<file path="config.mk">
export PLATFORM = sky130hd
export DESIGN_NAME = clock_div_stepdown
export DESIGN_NICKNAME = d
export VERILOG_FILES = /design/src/rtl/clock_div_stepdown.sv
export SDC_FILE = /design/constraint.sdc
export NUM_CORES = 1
export LEC_CHECK = 0
export ABC_AREA = 1
export CORE_AREA = 2 2 39 41
export CTS_BUF_LIST = sky130_fd_sc_hd__clkbuf_16
export CTS_CLUSTER_DIAMETER = 60
export DETAILED_ROUTE_END_ITERATION = 12
export DIE_AREA = 0 0 41 43
export PLACE_DENSITY = 0.38
export SYNTH_ARGS = -nofsm -noshare
export SYNTH_HDL_FRONTEND = slang
export SYNTH_SLANG_ARGS = --single-unit
</file>
<file path="constraint.sdc">
create_clock -name clk_i -period 1.14 [get_ports clk_i]
set_input_delay 0.285 -clock clk_i [delete_from_list [all_inputs] [get_ports clk_i]]
set_output_delay 0.285 -clock clk_i [all_outputs]
set_load 0.02 [all_outputs]
</file>
<file path="src/rtl/clock_div_stepdown.sv">
// -----------------------------------------------------------------------------
// clock_div_stepdown
//
// Integer clock divider. It derives a slow clock from clk_i, and it has a
// runtime step-down mode that doubles the division ratio.
//
// The high phase is floor(Deff/2) cycles and the low phase is ceil(Deff/2)
// cycles. As a result, an odd divisor gives a low-biased duty cycle.
//
// The step-down request is sampled only at the period boundary, which is the
// edge where the divided clock rises. The new ratio therefore always starts
// from a full, fresh phase.
//
// Ports:
//   clk_i            source clock; all state updates on its rising edge
//   rst_i            asynchronous, active-high reset
//   step_down_req_i  level request to divide by 2*Divisor
//   step_down_ack_o  high while the 2*Divisor ratio is in effect
//   test_en_i        bypass; when 1, clk_o follows clk_i
//   clk_o            divided clock, or clk_i in bypass
//
// Handshake: req is level-sensitive and is sampled only at the 0->1 edge of
// the divided clock. ack is a registered copy of the sampled req and changes
// only on that same edge, so there is no combinational path from req to ack.
// -----------------------------------------------------------------------------
module clock_div_stepdown #(
  parameter int   Divisor    = 2,
  parameter logic ResetValue = 1'b0
) (
  input  logic clk_i,
  input  logic rst_i,
  input  logic step_down_req_i,
  output logic step_down_ack_o,
  input  logic test_en_i,
  output logic clk_o
);

  // The counter must hold Divisor-1, which is the longest phase in step-down mode.
  localparam int CW = (Divisor < 2) ? 1 : $clog2(2 * Divisor);

  // Terminal count for each phase. In step-down mode Deff is even, so both
  // phases are Divisor cycles long.
  localparam logic [CW-1:0] HI_LAST_N = CW'(Divisor / 2 - 1);
  localparam logic [CW-1:0] LO_LAST_N = CW'(Divisor - Divisor / 2 - 1);
  localparam logic [CW-1:0] LAST_S    = CW'(Divisor - 1);

  if (Divisor < 2) begin : g_bad_divisor
    $error("clock_div_stepdown: Divisor must be >= 2");
  end

  logic          clk_div;
  logic [CW-1:0] cnt;
  logic          step_active;
  logic [CW-1:0] phase_last;

  always_comb begin
    phase_last = LO_LAST_N;
    if (step_active) begin
      phase_last = LAST_S;
    end else if (clk_div) begin
      phase_last = HI_LAST_N;
    end
  end

  always_ff @(posedge clk_i or posedge rst_i) begin
    if (rst_i) begin
      clk_div     <= ResetValue;
      cnt         <= '0;
      step_active <= 1'b0;
    end else if (cnt == phase_last) begin
      clk_div <= ~clk_div;
      cnt     <= '0;
      // On a rising toggle, a new period begins, so the mode can change here.
      if (!clk_div) begin
        step_active <= step_down_req_i;
      end
    end else begin
      cnt <= cnt + CW'(1);
    end
  end

  assign step_down_ack_o = step_active;

  // This is a plain mux. The bypass is a test feature and does not need a
  // glitch-free switch.
  assign clk_o = test_en_i ? clk_i : clk_div;

endmodule

</file>
==> impl_table.tex <==
\begin{tabular}{lr}
\hline
Metric & Value \\
\hline
\multicolumn{2}{l}{\textbf{Floorplan}} \\
\quad Initial Util & 13.9\% \\
\quad Top-level I/O count & 6 \\
\quad Overall die area & 1760 um2 \\
\quad Placement row count & 14 \\
\quad Die height & roughly 43 um \\
\quad Chip width & roughly 41 um \\
\quad Placeable core region & 1380 um2 \\
\multicolumn{2}{l}{\textbf{Synth}} \\
\quad Most instantiated library cell after synthesis & nand2\_1 \\
\quad Synthesized instance count & 21 \\
\quad Number of flops mapped to enable cells by yosys & 0 \\
\quad Per-instance average area after synthesis & 9.18 um2 \\
\quad Synthesis Warnings & 0 \\
\quad Most common library cells after synthesis & nand2\_1, dfrtp\_1, a21oi\_1, inv\_1, inv\_2 \\
\quad Cell types with the largest area share after synthesis & dfrtp\_1, nand2\_1, a21oi\_4, o31ai\_2, a21oi\_1 \\
\quad Seq cells post-synth & 4 \\
\quad Number of nets produced by synthesis & 25 \\
\quad Fraction of the yosys area taken by sequential cells & a little over 50\% \\
\quad FFs w/ async S/R, synth & 100\% \\
\quad Most used flip-flop cell after synthesis & dfrtp\_1 \\
\quad Synth Cell Area & 193 um2 \\
\quad Number of unique standard cell types used by synthesis & 10 \\
\quad Proportion of netlist area held by the largest area contributor & 51.9\% \\
\quad Cell type with the highest aggregate area in the netlist & dfrtp\_1 \\
\multicolumn{2}{l}{\textbf{Setup path}} \\
\quad Kind of end point of the critical path & output port \\
\quad Largest fanout on the critical path & 2 \\
\quad Startpoint class of the critical path & register \\
\quad Endpoint required time on the critical path & approximately 0.85 ns \\
\quad Category of the most critical setup path & register to output port \\
\quad WP data arrival & between 0.9 and 1 ns \\
\quad Source of the critical timing path & clk\_div\$\_DFFE\_PP0N\_ \\
\quad Crit Reg-Reg Startpoint & step\_down\_ack\_o\$\_DFFE\_PP0P\_ \\
\multicolumn{2}{l}{\textbf{Hold path}} \\
\quad Type of the most critical hold path & primary input to asynchronous set/reset pin \\
\multicolumn{2}{l}{\textbf{Flow run}} \\
\quad Max-capacitance violation count & 0 \\
\multicolumn{2}{l}{\textbf{Global routing}} \\
\quad Global-route total usage across every layer & 9.38\% \\
\quad Initial antenna violation count & 0 \\
\quad Maximum number of pins on one net before global-route repair & 6 \\
\quad Global-route wire length before repair & 793 um \\
\quad Via count of the first global-routing pass & 213 \\
\quad GR Overflow Total & 0 \\
\multicolumn{2}{l}{\textbf{Timing}} \\
\quad Worst slew margin relative to its limit & 85.1\% \\
\quad Final count of pins violating max slew & 0 \\
\quad Accumulated negative setup slack & -0.132 ns \\
\quad Hold\_ws & 0.141 ns \\
\quad Endpoints failing hold & 0 \\
\quad Final count of negative-setup-slack endpoints & 2 \\
\quad Setup WS post-layout & -0.132 ns \\
\quad Worst clock skew on the final layout & 0.000218 ns \\
\quad Peak Freq & 786 MHz \\
\quad Shortest clock period the worst path allows after layout & 1.27 ns \\
\quad Post-route clock period utilization & 112\% \\
\quad RSZ-0062 raised after global routing & true \\
\quad Transition time at the pin with the least slew margin & $\sim$0.22 ns \\
\multicolumn{2}{l}{\textbf{Power and ir drop}} \\
\quad Maximum resistive drop on vdd & 1.41 mV \\
\quad Total power per unit cell area & 4140 nW/um2 \\
\quad Total Power & 1700 uW \\
\quad P\_leak & slightly below 0.0002 uW \\
\multicolumn{2}{l}{\textbf{Clock network}} \\
\quad \# Post-CTS Setup Buffers & 0 \\
\quad Clock Pin Slew Worst Setup and Hold Paths & around 0.030 ns \\
\quad Later-pin clock latency in the skew report & 0.34 ns \\
\quad Number of hold-repair buffers added at the cts stage & 0 \\
\quad CTS tree & built \\
\quad Number of cells upsized or downsized after cts & 13 \\
\multicolumn{2}{l}{\textbf{Finish}} \\
\quad Antenna cells & 0 \\
\quad Sequential cell area & 100 um2 \\
\quad Fraction of final layout cells sized beyond drive strength 1 & 47.1\% \\
\quad Area delta synth->final & 113\% \\
\quad Multi-input combinational cell area & 80.1 um2 \\
\quad Net count reported at finish & 40 \\
\quad Filler cell count in the final layout & approximately 150 \\
\multicolumn{2}{l}{\textbf{Detailed routing}} \\
\quad DR DRC count & 0 \\
\quad Aggregate routed wire length & 496 um \\
\quad Iteration-0 DRC count of the detailed router & 2 \\
\quad Average wire per standard cell & 9.92 um \\
\quad Via-to-Cell Ratio & 3.76 \\
\quad Total vias in the final route & 188 \\
\quad Post-route ant nets & 0 \\
\quad Detailed-routing iteration count for the pre-antenna-repair pass & 4 \\
\multicolumn{2}{l}{\textbf{Outcome}} \\
\quad Failing checks & negative setup slack \\
\quad Result of the run & finished, violations left \\
\multicolumn{2}{l}{\textbf{Placed design}} \\
\quad IO buf count & 5 \\
\quad HPWL reported at the end of detailed placement & 324 um \\
\quad Routability Congestion & 0.694 \\
\hline
\end{tabular}
==> flip-flops by register name, summed over array words and instances, names as in the netlist <==
signal,flops
clk_div,1
cnt,2
step_down_ack_o,1
==> power by group <==
| part | internal, uW | total (uW) | leakage, uW | switching, uW |
|---|---|---|---|---|
| registers | 220 | 305 | 0.0000478 | 85.4 |
| clock network | 787 | 985 | 0.0000705 | 198 |
| logic | 201 | 408 | 0.0000773 | 208 |
==> worst max-delay path: stages, from the launching register on <==
cell,delay (ns)
dfrtp_1,0.35
inv_2,0.04
o21ai_1,0.11
buf_4,0.15
==> stage by stage <==
step | cell area, um2 | worst slack (ns) | utilization [%] | cells
after detailed placement | 285 | -0.614 | 20.6 | 45
after floorplan | 193 | 0.104 | - | 21
final | 410 | -0.132 | 29.7 | 50
after global placement | 285 | -0.610 | 20.6 | 45
after CTS | 410 | -0.140 | 29.7 | 50
after global routing | 410 | -0.165 | 29.7 | 50
==> placed cells by master, fill, tap and decap left out, drive strengths merged <==
cell type,count
inv,4
nand2,6
a21oi,3
nand4,1
nand3,1
dlygate4sd2,1
buf,5
dfrtp,4
o21ai,1
clkbuf,5
o31ai,1
clkdlybuf4s50,2
==> logic make-up (layout without fill, tap and decap cells) <==
group           count (synthesis)  after routing  synth area share [%]
compound gates                  5              5                  22.7
buf+inv                         4             17                  7.80
flops                           4              4                  52.0
simple gates                    8              8                  17.5
==> area by class of cell <==
class / instances / area share (%)
Clock buffer: 6 / 32.3
Tap cell: 16 / 4.88
Inverter: 4 / 3.66
Timing Repair Buffer: 7 / 15.2
Sequential cell: 4 / 24.4
Multi-Input combinational cell: 13 / 19.5
==> layer usage <==
metal / track usage (%) / vias up / wire length (um)
met3: 8.38 / 6 / 48
met1: 6.84 / 75 / 198
met2: 9.06 / 11 / 210
li1: - / 96 / -
met5: 0 / - / 0
met4: 18.0 / 0 / 39
==> final timing paths <==
kind	cells past startpoint	slack (ns)	end
worst max-delay path	3	-0.13	clk_o
worst min register to register	1	0.56	cnt[1]$_DFF_PP0_
worst min-delay path	2	0.14	step_down_ack_o$_DFFE_PP0P_
max in group asynchronous	2	0.84	clk_div$_DFFE_PP0N_
worst max register to register	6	0.17	clk_div$_DFFE_PP0N_
min in group clk_i	3	0.52	step_down_ack_o$_DFFE_PP0P_
Power figures use the tool's default switching activity.
